### config.mk
export PLATFORM = sky130hd
export DESIGN_NAME = ly_hit_stretch
export DESIGN_NICKNAME = d
export VERILOG_FILES = /design/src/rtl/ly_hit_stretch.sv
export SDC_FILE = /design/constraint.sdc
export NUM_CORES = 1
export LEC_CHECK = 0
export BUFFER_PORTS_ARGS = -buffer_cell sky130_fd_sc_hd__buf_4
export CORE_ASPECT_RATIO = 1.1
export CORE_MARGIN = 2
export CORE_UTILIZATION = 45
export CTS_CLUSTER_DIAMETER = 50
export DETAILED_ROUTE_END_ITERATION = 6
export PLACE_DENSITY_LB_ADDON = 0.1
export SLEW_MARGIN = 20
export SYNTH_ARGS = -nofsm -noshare
export SYNTH_HDL_FRONTEND = slang
export SYNTH_SLANG_ARGS = --single-unit
### constraint.sdc
create_clock -name clk -period 6.36 [get_ports clk]
set_input_delay 1.272 -clock clk [delete_from_list [all_inputs] [get_ports clk]]
set_output_delay 1.272 -clock clk [all_outputs]
set_load 0.005 [all_outputs]
### src/rtl/ly_hit_stretch.sv
// ly_hit_stretch: per-wire programmable hit stretcher with registered
// layer occupancy count and any-hit flag.
module ly_hit_stretch #(
    parameter int WIDTH = 64,
    parameter int CNT_W = 3,
    parameter int POP_W = 7
) (
    input  logic             clk,
    input  logic             rst_n,
    input  logic [WIDTH-1:0] lyr,
    input  logic [1:0]       drift_delay,
    input  logic             trig_stop,
    output logic [WIDTH-1:0] lys,
    output logic             ly_active,
    output logic [POP_W-1:0] hit_cnt
);
    logic [CNT_W-1:0] load_len;
    logic [POP_W-1:0] pop_d;
    logic [POP_W-1:0] hit_cnt_q;
    logic             active_q;

    assign load_len = CNT_W'(drift_delay) + CNT_W'(1);

    for (genvar i = 0; i < WIDTH; i++) begin : g_wire
        logic [CNT_W-1:0] cnt_q, cnt_d;
        // A retrigger reloads the full length rather than extending it.
        always_comb
            cnt_d = (lyr[i] && !trig_stop) ? load_len
                  : (cnt_q != '0) ? cnt_q - CNT_W'(1) : cnt_q;
        always_ff @(posedge clk)
            cnt_q <= !rst_n ? '0 : cnt_d;
        assign lys[i] = cnt_q != '0;
    end

    always_comb begin
        pop_d = '0;
        for (int k = 0; k < WIDTH; k++)
            pop_d = pop_d + POP_W'(lys[k]);
    end

    always_ff @(posedge clk) begin
        hit_cnt_q <= !rst_n ? '0 : pop_d;
        active_q  <= !rst_n ? 1'b0 : |lys;
    end

    assign hit_cnt   = hit_cnt_q;
    assign ly_active = active_q;
endmodule

; ---- After elaboration in Yosys (flattened, before gate mapping)
; Cells that the tools add are included.
[word_totals]
reg_bits = 200
in_bits = 69
out_inout_bits = 72
word_cells = 516
[classes]
addsub = 128
mux = 128
n_reduce_logical = 194
[ops]
columns = operator, count
row1 = adder 7 x 1 -> 7 bit, 57
row2 = 2-to-1 mux 3 bit, 128
row3 = nonzero test 3 bit, 64
row4 = subtractor 3 x 1 -> 3 bit (second input constant), 64
row5 = nonzero test 2 bit, 64
row6 = logical AND 1 bit, 64
row7 = OR reduction 64 bit, 1
row8 = adder 6 x 1 -> 7 bit, 1
row9 = adder 5 x 1 -> 6 bit, 1
row10 = adder 4 x 1 -> 5 bit, 1
row11 = adder 3 x 1 -> 4 bit, 1
row12 = adder 2 x 1 -> 3 bit, 1
row13 = adder 2 x 1 -> 3 bit (second input constant), 1
row14 = adder 1 x 1 -> 2 bit, 1
row15 = logical NOT 1 bit, 1

; ---- Logic depth before layout (Yosys ltp)
; Gate-level depths: netlist of run 1.
[depth]
depth_word = 64
mapped_depth = 25
ltp_nobuf = 24

; ---- Worst setup path before layout of run 1
; OpenSTA, ideal clock, no wires.
[synth_path]
path_type = reg-to-reg
from = register g_wire[0].cnt_q[0]
to = register hit_cnt_q[3] (netlist: hit_cnt[3])
setup_ns = 0.115
arrival_ns = 6.359
t_required_ns = 6.245
path_slack_ns = -0.114
stages_incl_launch_ff = 22
n_path_buf = 0
period_less_slack_ns = 6.474
cell_sequence = dfxtp_1 > inv_1 > ha_1 > nand2b_1 > fa_1 > inv_1 > fa_1 > inv_1 > fa_1 > fa_1 > fa_1 > fa_1 > fa_1 > fa_1 > inv_1 > fa_1 > inv_1 > ha_1 > a21o_1 > a21oi_1 > xnor2_1 > and2_1
[synth_between]
elab_chain_len = 64
[synth_lines]
columns = item, line_no
row1 = start: declaration, 25  ; logic [CNT_W-1:0] cnt_q, cnt_d;
row2 = start signal: assignment, 31  ; cnt_q <= !rst_n ? '0 : cnt_d;
row3 = nonzero test 3 bit, 32  ; assign lys[i] = cnt_q != '0;
row4 = named net lys[0], 13  ; output logic [WIDTH-1:0] lys,
row5 = adder 1 x 1 -> 2 bit, 38  ; pop_d = pop_d + POP_W'(lys[k]);
row6 = adder 2 x 1 -> 3 bit, 38
row7 = adder 3 x 1 -> 4 bit, 38
row8 = adder 4 x 1 -> 5 bit, 38
row9 = adder 5 x 1 -> 6 bit, 38
row10 = adder 6 x 1 -> 7 bit, 38
row11 = adder 7 x 1 -> 7 bit (57 in series), 38
row12 = end signal: assignment, 42  ; hit_cnt_q <= !rst_n ? '0 : pop_d;
row13 = end: declaration, 19  ; logic [POP_W-1:0] hit_cnt_q;
; The timed path passes the listed nets, and every way through them passes these cells.
; A chain may end at the register's enable or synchronous reset.

; ---- Worst setup path in the final report of run 1
[layout_path]
from = register g_wire[30].cnt_q[1]
to = register hit_cnt_q[4] (netlist: hit_cnt[4])
[layout_between]
elab_chain_len = 35
[layout_lines]
columns = item, line_no
row1 = start: declaration, 25
row2 = start signal: assignment, 31
row3 = nonzero test 3 bit, 32
row4 = adder 7 x 1 -> 7 bit (34 in series), 38
; No other way between the ends.

==> results.md, run 1 <==
- List of most frequent post-synthesis cells: 200 x dfxtp_1, 198 x inv_1, 148 x ha_1, 127 x and2_1
- Placer Congestion: 0.791
- Endpoint class of the critical path: flip-flop
- WS Path Type: reg2reg
- I/O Buffers: 140
- Fmax: about 160 MHz
- Tmin final: 6.25 ns
- WL per Instance: 15.5 µm
- Ports: 141
- TritonCTS Sinks: 200
- FF+latch count, synth: 200
- Worst Path Required: 6.70 ns
- Syn_nets: ~1900
- Number of max-cap violations: 0
- Share of layout cells above drive strength 1: 17.4%
- DR iter-0 viols: 447
- Final hold slack: 0.599 ns
- Status: complete, no violations
- Number of nets in the layout: 2031
- Ys flop type: dfxtp_1
- Count of pins over their slew limit: 0
- Final Hold Viols: 0
- Post-synth EDFFs: 0
- Die W: approximately 170 µm
- Largest area contributor in the netlist: dfxtp_1
- First-pass DRT Iterations: 5
- Cell with the most instances after synthesis: dfxtp_1
- First-pass GRT wire length: 54100 µm
- Cts bufs inserted: 17
- CTS tree: yes
- Top post-synthesis cells by area: dfxtp_1 28%, ha_1 13%, mux2i_1 8.8%
- Total GRT Usage: around a fifth
- Total gr overflow: 0
- Clock Tree Buf Depth: 2
- H-tree levels: 4
- Mapped Avg Cell Area: a little under 9 µm²
- Die Ht: 190 µm
- DP HPWL: approximately 24000 µm
- Seq/Total Area, Yosys: 28.2%
- Crit path launch type: flip-flop
- Busiest metal layer after global routing: met2
- Die Footprint: 33000 µm²
- Via count: 10600
- Unrepaired setup endpoints after global routing: true
- Fin crit share: 98.2%
- Core Box Area: between 30000 and 40000 µm²
- Slew @ Worst Pin: between 0.9 and 1 ns
- Met2 Use GR: 36.3%
- Worst Path Max Fanout: 2
- Via density: between 4 and 5
- CP Data Arrival Time: 6.58 ns
- Most frequent CP cell: fa_1
- CP Cell Sequence: inv_2, ha_4, or2b_4, fa_1, inv_1, fa_1, fa_1, inv_2, fa_1, fa_1, fa_1, inv_2, fa_1, fa_1, inv_1, ha_2, inv_2, fa_2, nor2b_2, o21a_1, or3_1, and3_1
- Final setup viols: 0
- Largest net degree at the start of global routing: 185
- Synth top area share: 28.2%
- Area Growth Syn to Fin: 17.6%
- Hold crit path type: reg2reg
- Relative slew slack: a little over a third
- Met3 usage: approximately 3.8%
- Clock root buffer: clkbuf_16
- Synth warnings: 0
- Ant diodes: 0
- Post-synth ARST share: 0%
- Critical-path top delay cell: fa_1
- Cell count after synthesis: ~1600
- Crit path largest cell delay: 0.53 ns
- WL final: 34000 µm
- Clock slew seen by the registers of the worst setup and hold paths: 0.08 ns
- Remaining DRCs: 0
- Number of antenna violations at the first check in global routing: 0
- Clock Skew: 0.0127 ns
- Row Count: slightly below 70
- Clock latency on the worst-skew pair: 0.45 ns
- Starting density of the core: between 40% and 50%
- Post-Synthesis Cell Area: 14200 µm²
- Vias in the first global route: just over 10000
- Met1 GRT Util: 26.3%
- Netlist cell types: 39
- Final ANT Viol Nets: 0
registers in the layout, indices dropped and copies added (netlist names):
register      cells
hit_cnt           7
g_wire.cnt_q    192
ly_active         1
placed cells by master, fill, tap and decap left out, drive strengths merged, types with 70 or more instances in the layout:
cell,synthesis,layout
nand2,126,126
and2,127,127
nor2b,70,70
ha,148,148
inv,198,202
nor2,126,126
mux2i,125,125
buf,23,203
dfxtp,200,200
cell families after synthesis:
kind of cell               count (synthesis)  synth area share (%)
AOI/OAI and AO/OA                        202                  10.2
xor gates and xnor gates                  65                  4.01
adders and majority gates                202                  20.6
buffers and inverters                    275                  7.76
DFF                                      200                  28.2
muxes                                    125                  8.81
and+or+nand+nor                          546                  20.4
routing by layer:
layer / vias up / part of all wire (%)
li1: 5443 / -
met4: 0 / 2.3
met3: 41 / 3.5
met1: 4989 / 47
met2: 145 / 48
met5: - / 0
repair_timing:
| item | CTS | global route |
|---|---|---|
| endpoints found under the setup margin | 4 | 5 |
| gates resized for setup | 6 | 56 |
| buffers inserted | 1 | 5 |
| pin swaps | 11 | 36 |
| hold buffers | 0 | 0 |
metrics by stage:
stage,cells,setup slack (ns),area [µm²],util [%],setup TNS (ns)
floorplan,1615,0.0372,14200,-,0
global placement,2155,-0.0845,15900,50.9,-0.143
detailed placement,2155,-0.135,15900,50.9,-0.383
CTS,2188,0.00473,16500,52.9,0
global route,2193,-0.132,16700,53.5,-0.189
finish,2193,0.114,16700,53.5,0
path summary, 6_finish.rpt:
path / slack, ns / startpoint / cells after the start / to
worst max-delay path: 0.11 / g_wire[30].cnt_q[1]$_SDFFE_PN0P_ / 22 / hit_cnt[4]$_SDFF_PN0_
worst min-delay path: 0.60 / g_wire[18].cnt_q[1]$_SDFFE_PN0P_ / 3 / g_wire[18].cnt_q[1]$_SDFFE_PN0P_
worst max register to register: 0.11 / g_wire[30].cnt_q[1]$_SDFFE_PN0P_ / 22 / hit_cnt[4]$_SDFF_PN0_
worst min register to register: 0.60 / g_wire[18].cnt_q[1]$_SDFFE_PN0P_ / 3 / g_wire[18].cnt_q[1]$_SDFFE_PN0P_
layout make-up:
class	instances	area, µm²
clock buffer	19	443
clock inverter	13	145
fill	2912	14500
inverter	198	743
multi-input combinational	1140	9290
sequential	200	4020
tap	420	526
timing repair buffer	203	1540
critical path: cells and delay by family, from the launching register on:
family                   cells  cell delay, ns
adder cells (fa/ha/maj)     11            4.53
flip-flops                   1            0.33
AND/OR/NAND/NOR              4            0.78
buffers and inverters        6            0.32
AO/OA/AOI/OAI                1            0.17
Power of run 1 is left out: the tool's default activity adds up to more than one toggle a clock period on the data nets, which glitch-free logic cannot reach.
==> run 2, diff against run 1 <==
- ABC_AREA: unset -> 1
==> results.md, run 2 <==
- Status: complete, no violations
- First-pass GRT wire length: 58000 µm (+7.3%)
- Tmin final: 6.08 ns (-0.161 ns)
- Remaining DRCs: 0 (unchanged)
- Hold crit path type: reg2reg
- Number of nets in the layout: 2302 (+13%)
- Worst Path Max Fanout: 3 (+1)
- CP Data Arrival Time: 6.42 ns (-0.16 ns)
- Max reg flops: 192 (unchanged)
- Via density: 4.83 (-0.35%)
- Top post-synthesis cells by area: dfxtp_1 28%, ha_1 13%, inv_1 9.8%
- Ports: 141 (unchanged)
- WL final: 36500 µm (+7.4%)
- Most common cell after layout, fill and taps aside: inv_1
- Final setup viols: 0 (unchanged)
- Reg with most FFs: g_wire.cnt_q
- Final ANT Viol Nets: 0 (unchanged)
- Commonest non-fill, non-tap cells in the layout: 351 x inv_1, 242 x nand2_1, 203 x buf_4, 197 x dfxtp_1, 168 x a21oi_1
- List of most frequent post-synthesis cells: 368 x inv_1, 242 x nand2_1, 200 x dfxtp_1, 169 x a21oi_1, 160 x nor2_1
- Die W: 173 µm (-0.15%)
- Number of max-cap violations: 0 (unchanged)
- DP HPWL: 26500 µm (+12%)
- First-pass DRT Iterations: 5 (unchanged)
- Count of pins over their slew limit: 0 (unchanged)
- Clock Tree Buf Depth: 2 (unchanged)
- Most frequent CP cell: fa_1
- Mapped Avg Cell Area: 7.63 µm² (-13%)
- Die Footprint: 32900 µm² (-0.31%)
- Clock slew seen by the registers of the worst setup and hold paths: 0.08 ns (about the same)
- Ys flop type: dfxtp_1
- Starting density of the core: 45.4% (-0.14 points)
- I/O Buffers: 140 (unchanged)
- Ant diodes: 0 (unchanged)
- Number of antenna violations at the first check in global routing: 0 (unchanged)
- Syn_nets: 2128 (+13%)
- Final Hold Viols: 0 (unchanged)
- Crit path launch type: flip-flop
- Area Growth Syn to Fin: 17.7% (about the same)
- Relative slew slack: 30.6% (-4.9 points)
- Endpoint class of the critical path: flip-flop
- Total gr overflow: 0 (unchanged)
- Clock latency on the worst-skew pair: 0.46 ns (about the same)
- Slew @ Worst Pin: 1.04 ns (+0.0740 ns)
- Row Count: 68 (unchanged)
- Via count: 11900 (+12%)
- Clock root buffer: clkbuf_16
- DR iter-0 viols: 641 (+43%)
- Largest net degree at the start of global routing: 64 (-65%)
- Hold_buf cts: 0 (unchanged)
- Cell count after synthesis: 1857 (+15%)
- Netlist cell types: 34 (-13%)
- Post-Synthesis Cell Area: 14200 µm² (-0.31%)
- Fin crit share: 95.7% (-2.5 points)
- Placer Congestion: 0.822 (+3.9%)
- Cts bufs inserted: 17 (unchanged)
- TritonCTS Sinks: 200 (unchanged)
- WP buf/inv: 9 (+3)
- Crit path largest cell delay: 0.60 ns (+0.07 ns)
- Largest area contributor in the netlist: dfxtp_1
- Die Ht: 190 µm (-0.15%)
- CTS tree: yes
- CP Cell Sequence: inv_2, ha_1, inv_1, nor2_2, inv_2, fa_1, inv_1, fa_1, fa_1, inv_2, fa_1, fa_1, fa_1, inv_1, fa_1, fa_1, inv_1, ha_2, inv_1, fa_2, buf_4, o21ai_0, a21oi_1
- Total GRT Usage: 22.4% (+1.5 points)
- Share of layout cells above drive strength 1: 19.5% (+2.1 points)
- H-tree levels: 4 (unchanged)
- Critical-path top delay cell: fa_1
- Worst Path Required: 6.70 ns (about the same)
- Vias in the first global route: 11300 (+11%)
- Delay-heaviest family, CP: adder cells
- Synth top area share: 28.3% (+0.087 points)
- Post-synth ARST share: 0% (unchanged)
- Clock Skew: 0.0155 ns (+0.00283 ns)
- Synth warnings: 0 (unchanged)
- Reg-to-reg slack, setup: 0.28 ns (+0.16 ns)
- WS Path Type: reg2reg
- Post-layout util: 53.4% (-0.14 points)
- Post-synth EDFFs: 0 (unchanged)
- Core Box Area: 31200 µm² (unchanged)
- WL per Instance: 14.8 µm (-4.4%)
- Fmax: 164 MHz (+2.7%)
- Cell with the most instances after synthesis: inv_1
- FF+latch count, synth: 200 (unchanged)
- Fill count: 3011 (+3.4%)
- Seq/Total Area, Yosys: 28.3% (+0.087 points)
-- run 2: changes by cell type after synthesis, sizes merged, moves of 31 or more --
cell    previous run  this run
nor2b             70         0
nand2            126       308
o21ai             64       114
o211ai             0        40
mux2i            125         0
xnor2             65        34
a21boi            64         0
nor2             126       171
and2             127         0
nor3               1        53
a21oi              2       169
a211o             64         0
nand2b            65         0
inv              198       397
-- run 2: cell type report --
type                       count  area (µm²)  share of cell area [%]
timing repair buffer         203        1520                    9.15
clock buffer                  22         484                    2.91
tap                          420         526                    3.15
multi-input combinational   1210        8430                    50.6
inverter                     399        1510                    9.04
clock inverter                 9         184                    1.10
sequential                   200        4010                    24.1
-- run 2: what timing repair did --
| item | CTS | global route |
|---|---|---|
| endpoints found under the setup margin | 5 | 5 |
| buffers inserted | 0 | 7 |
| resized for setup | 0 | 39 |
| pin swaps | 5 | 28 |
-- run 2: worst min-delay path, delay by kind of cell (launching register included) --
family           cells  cell delay (ns)
AND/OR/NAND/NOR      1             0.06
flip-flops           1             0.31
AO/OA/AOI/OAI        1             0.05
-- run 2: final timing paths --
check	to	from	cells past startpoint
max	hit_cnt[2]$_SDFF_PN0_	g_wire[40].cnt_q[0]$_SDFFE_PN0P_	23
min	g_wire[7].cnt_q[1]$_SDFFE_PN0P_	g_wire[7].cnt_q[1]$_SDFFE_PN0P_	2
max reg2reg	hit_cnt[2]$_SDFF_PN0_	g_wire[40].cnt_q[0]$_SDFFE_PN0P_	23
min reg2reg	g_wire[7].cnt_q[1]$_SDFFE_PN0P_	g_wire[7].cnt_q[1]$_SDFFE_PN0P_	2
-- run 2: stage by stage --
stage / instances / setup TNS (ns) / setup WS (ns) / hold WS, ns / instance area (µm²)
3_3_place_gp: 2425 / -0.113 / -0.0671 / 0.452 / 15900
6_report: 2463 / 0 / 0.276 / 0.462 / 16700
3_5_place_dp: 2425 / -0.311 / -0.109 / 0.453 / 15900
5_1_grt: 2463 / -0.0872 / -0.0328 / 0.483 / 16700
2_1_floorplan: 1857 / 0 / 0.0297 / 0.443 / 14200
4_1_cts: 2456 / 0 / 0.0265 / 0.464 / 16500
-- run 2: layer usage --
metal | track usage, % | share of wire (%) | up-vias
li1 | - | - | 6213
met1 | 27.9 | 46 | 5467
met2 | 39.9 | 49 | 168
met3 | 3.50 | 3.3 | 36
met4 | 6.98 | 2.0 | 0
met5 | 0 | 0 | -
-- run 2: kinds of logic (layout without fill, tap and decap cells) --
group,count (synthesis),count (layout),synth area share [%]
compound gates,367,367,14.8
xor+xnor,54,54,3.34
fa+ha+maj,202,202,20.7
buf+inv,447,633,12.6
flops,200,200,28.3
simple gates,587,587,20.2
Power of run 2 is left out for the same reason.
==> run 3, diff against run 2 <==
- MAX_ROUTING_LAYER: unset -> met4
==> results.md, run 3 (synthesis gave the netlist of run 2 again) <==
- Status: complete, no violations
- Placer Congestion: 0.835 (+1.6%)
- Count of pins over their slew limit: 0 (unchanged)
- I/O Buffers: 140 (unchanged)
- Fill count: 3011 (unchanged)
- Ports: 141 (unchanged)
- Worst Path Max Fanout: 3 (unchanged)
- Ant diodes: 0 (unchanged)
- Total gr overflow: 0 (unchanged)
- Fin crit share: 95.7% (about the same)
- TNS Setup: 0 ns (unchanged)
- Crit path launch type: flip-flop
- Post-layout util: 53.4% (unchanged)
- Number of antenna violations at the first check in global routing: 0 (unchanged)
- Vias in the first global route: 11300 (-0.035%)
- H-tree levels: 4 (unchanged)
- Area Growth Syn to Fin: 17.7% (unchanged)
- Via density: 4.83 (+0.19%)
- Hold_buf cts: 0 (unchanged)
- Endpoint class of the critical path: flip-flop
- Core Box Area: 31200 µm² (unchanged)
- WS Path Type: reg2reg
- Row Count: 68 (unchanged)
- Commonest non-fill, non-tap cells in the layout: 351 x inv_1, 242 x nand2_1, 203 x buf_4, 197 x dfxtp_1, 168 x a21oi_1
- Largest net degree at the start of global routing: 64 (unchanged)
- Final setup viols: 0 (unchanged)
- Met1 GRT Util: 28.0% (+0.15 points)
- Remaining DRCs: 0 (unchanged)
- Final ANT Viol Nets: 0 (unchanged)
- Clock Tree Buf Depth: 2 (unchanged)
- Placed Instance Area: 15900 µm² (unchanged)
- Die W: 173 µm (unchanged)
- Number of max-cap violations: 0 (unchanged)
- DR iter-0 viols: 630 (-1.7%)
- Busiest metal layer after global routing: met2
- Relative slew slack: 30.9% (+0.34 points)
- Total GRT Usage: 23.1% (+0.66 points)
- Hold crit path type: reg2reg
- Met3 usage: 3.20% (-0.30 points)
- Share of layout cells above drive strength 1: 19.5% (unchanged)
- CP Data Arrival Time: 6.43 ns (about the same)
- First-pass GRT wire length: 58000 µm (about the same)
- Clock Skew: 0.0157 ns (+0.000240 ns)
- Max reg flops: 192 (unchanged)
- Slew @ Worst Pin: 1.04 ns (-0.00507 ns)
- Clock latency on the worst-skew pair: 0.46 ns (about the same)
- Clock root buffer: clkbuf_16
- Met2 Use GR: 39.9% (about the same)
- Post-route cell area: 16700 µm² (unchanged)
- Worst Path Required: 6.70 ns (about the same)
- Cts bufs inserted: 17 (unchanged)
- Die Footprint: 32900 µm² (unchanged)
- Clock slew seen by the registers of the worst setup and hold paths: 0.08 ns (about the same)
- CTS tree: yes
- WL per Instance: 14.8 µm (+0.17%)
- Tmin final: 6.08 ns (-0.000199 ns)
- First-pass DRT Iterations: 5 (unchanged)
- Seq. cell area: 4010 µm² (unchanged)
- Fmax: 164 MHz (about the same)
- Final Hold Viols: 0 (unchanged)
- Most common cell after layout, fill and taps aside: inv_1
- Number of nets in the layout: 2302 (unchanged)
- WL final: 36500 µm (+0.17%)
- Reg with most FFs: g_wire.cnt_q
- TritonCTS Sinks: 200 (unchanged)
- Starting density of the core: 45.4% (unchanged)
- Area of the multi-input gates: 8430 µm² (unchanged)
- Die Ht: 190 µm (unchanged)
- DP HPWL: 26500 µm (unchanged)
- Via count: 11900 (+0.19%)
-- run 3: cell counts in the layout (fill, tap and decap cells not counted) --
Identical to the previous run, type by type.
-- run 3: cell type report --
| cell class | count | share of cell area, % |
|---|---|---|
| clock inverter | 9 | 1.10 |
| multi-input combinational | 1210 | 50.6 |
| sequential | 200 | 24.1 |
| tap | 420 | 3.15 |
| inverter | 399 | 9.04 |
| timing repair buffer | 203 | 9.15 |
| clock buffer | 22 | 2.91 |
-- run 3: repair_timing --
action | 4_1_cts | 5_1_grt
setup buffers | 0 | 7
resized for setup | 0 | 39
pin swaps | 5 | 28
setup endpoints to repair | 5 | 5
-- run 3: final timing paths --
check | cells after the start | start | slack, ns | end
worst min register to register | 2 | g_wire[7].cnt_q[1]$_SDFFE_PN0P_ | 0.46 | g_wire[7].cnt_q[1]$_SDFFE_PN0P_
worst min-delay path | 2 | g_wire[7].cnt_q[1]$_SDFFE_PN0P_ | 0.46 | g_wire[7].cnt_q[1]$_SDFFE_PN0P_
worst max-delay path | 24 | g_wire[40].cnt_q[0]$_SDFFE_PN0P_ | 0.28 | hit_cnt[4]$_SDFF_PN0_
worst max register to register | 24 | g_wire[40].cnt_q[0]$_SDFFE_PN0P_ | 0.28 | hit_cnt[4]$_SDFF_PN0_
-- run 3: layer usage --
layer,vias up,part of all wire [%]
li1,6214,-
met1,5467,46
met2,186,49
met3,39,3.5
met4,0,2.1
met5,-,0
-- run 3: stage by stage --
| stage | worst slack (ns) | cells | hold WS [ns] |
|---|---|---|---|
| after floorplan | 0.0297 | 1857 | 0.443 |
| after global placement | -0.0671 | 2425 | 0.452 |
| after detailed placement | -0.109 | 2425 | 0.453 |
| after CTS | 0.0265 | 2456 | 0.464 |
| after global routing | -0.0357 | 2463 | 0.483 |
| final | 0.276 | 2463 | 0.462 |
-- run 3: worst max-delay path, stage by stage, from the launching register on --
cell and delay (ns):
dfxtp_1 0.32, inv_2 0.07, ha_1 0.14, inv_1 0.04, nor2_2 0.14, inv_2 0.07
fa_1 0.54, inv_1 0.06, fa_1 0.47, fa_1 0.60, inv_2 0.06, fa_1 0.50
fa_1 0.50, fa_1 0.49, inv_1 0.05, fa_1 0.50, fa_1 0.41, inv_1 0.07
ha_2 0.18, inv_1 0.06, fa_2 0.37, o21ai_2 0.14, nand2_1 0.09, nand2_1 0.07
nor2_1 0.04
Power of run 3 is left out for the same reason.
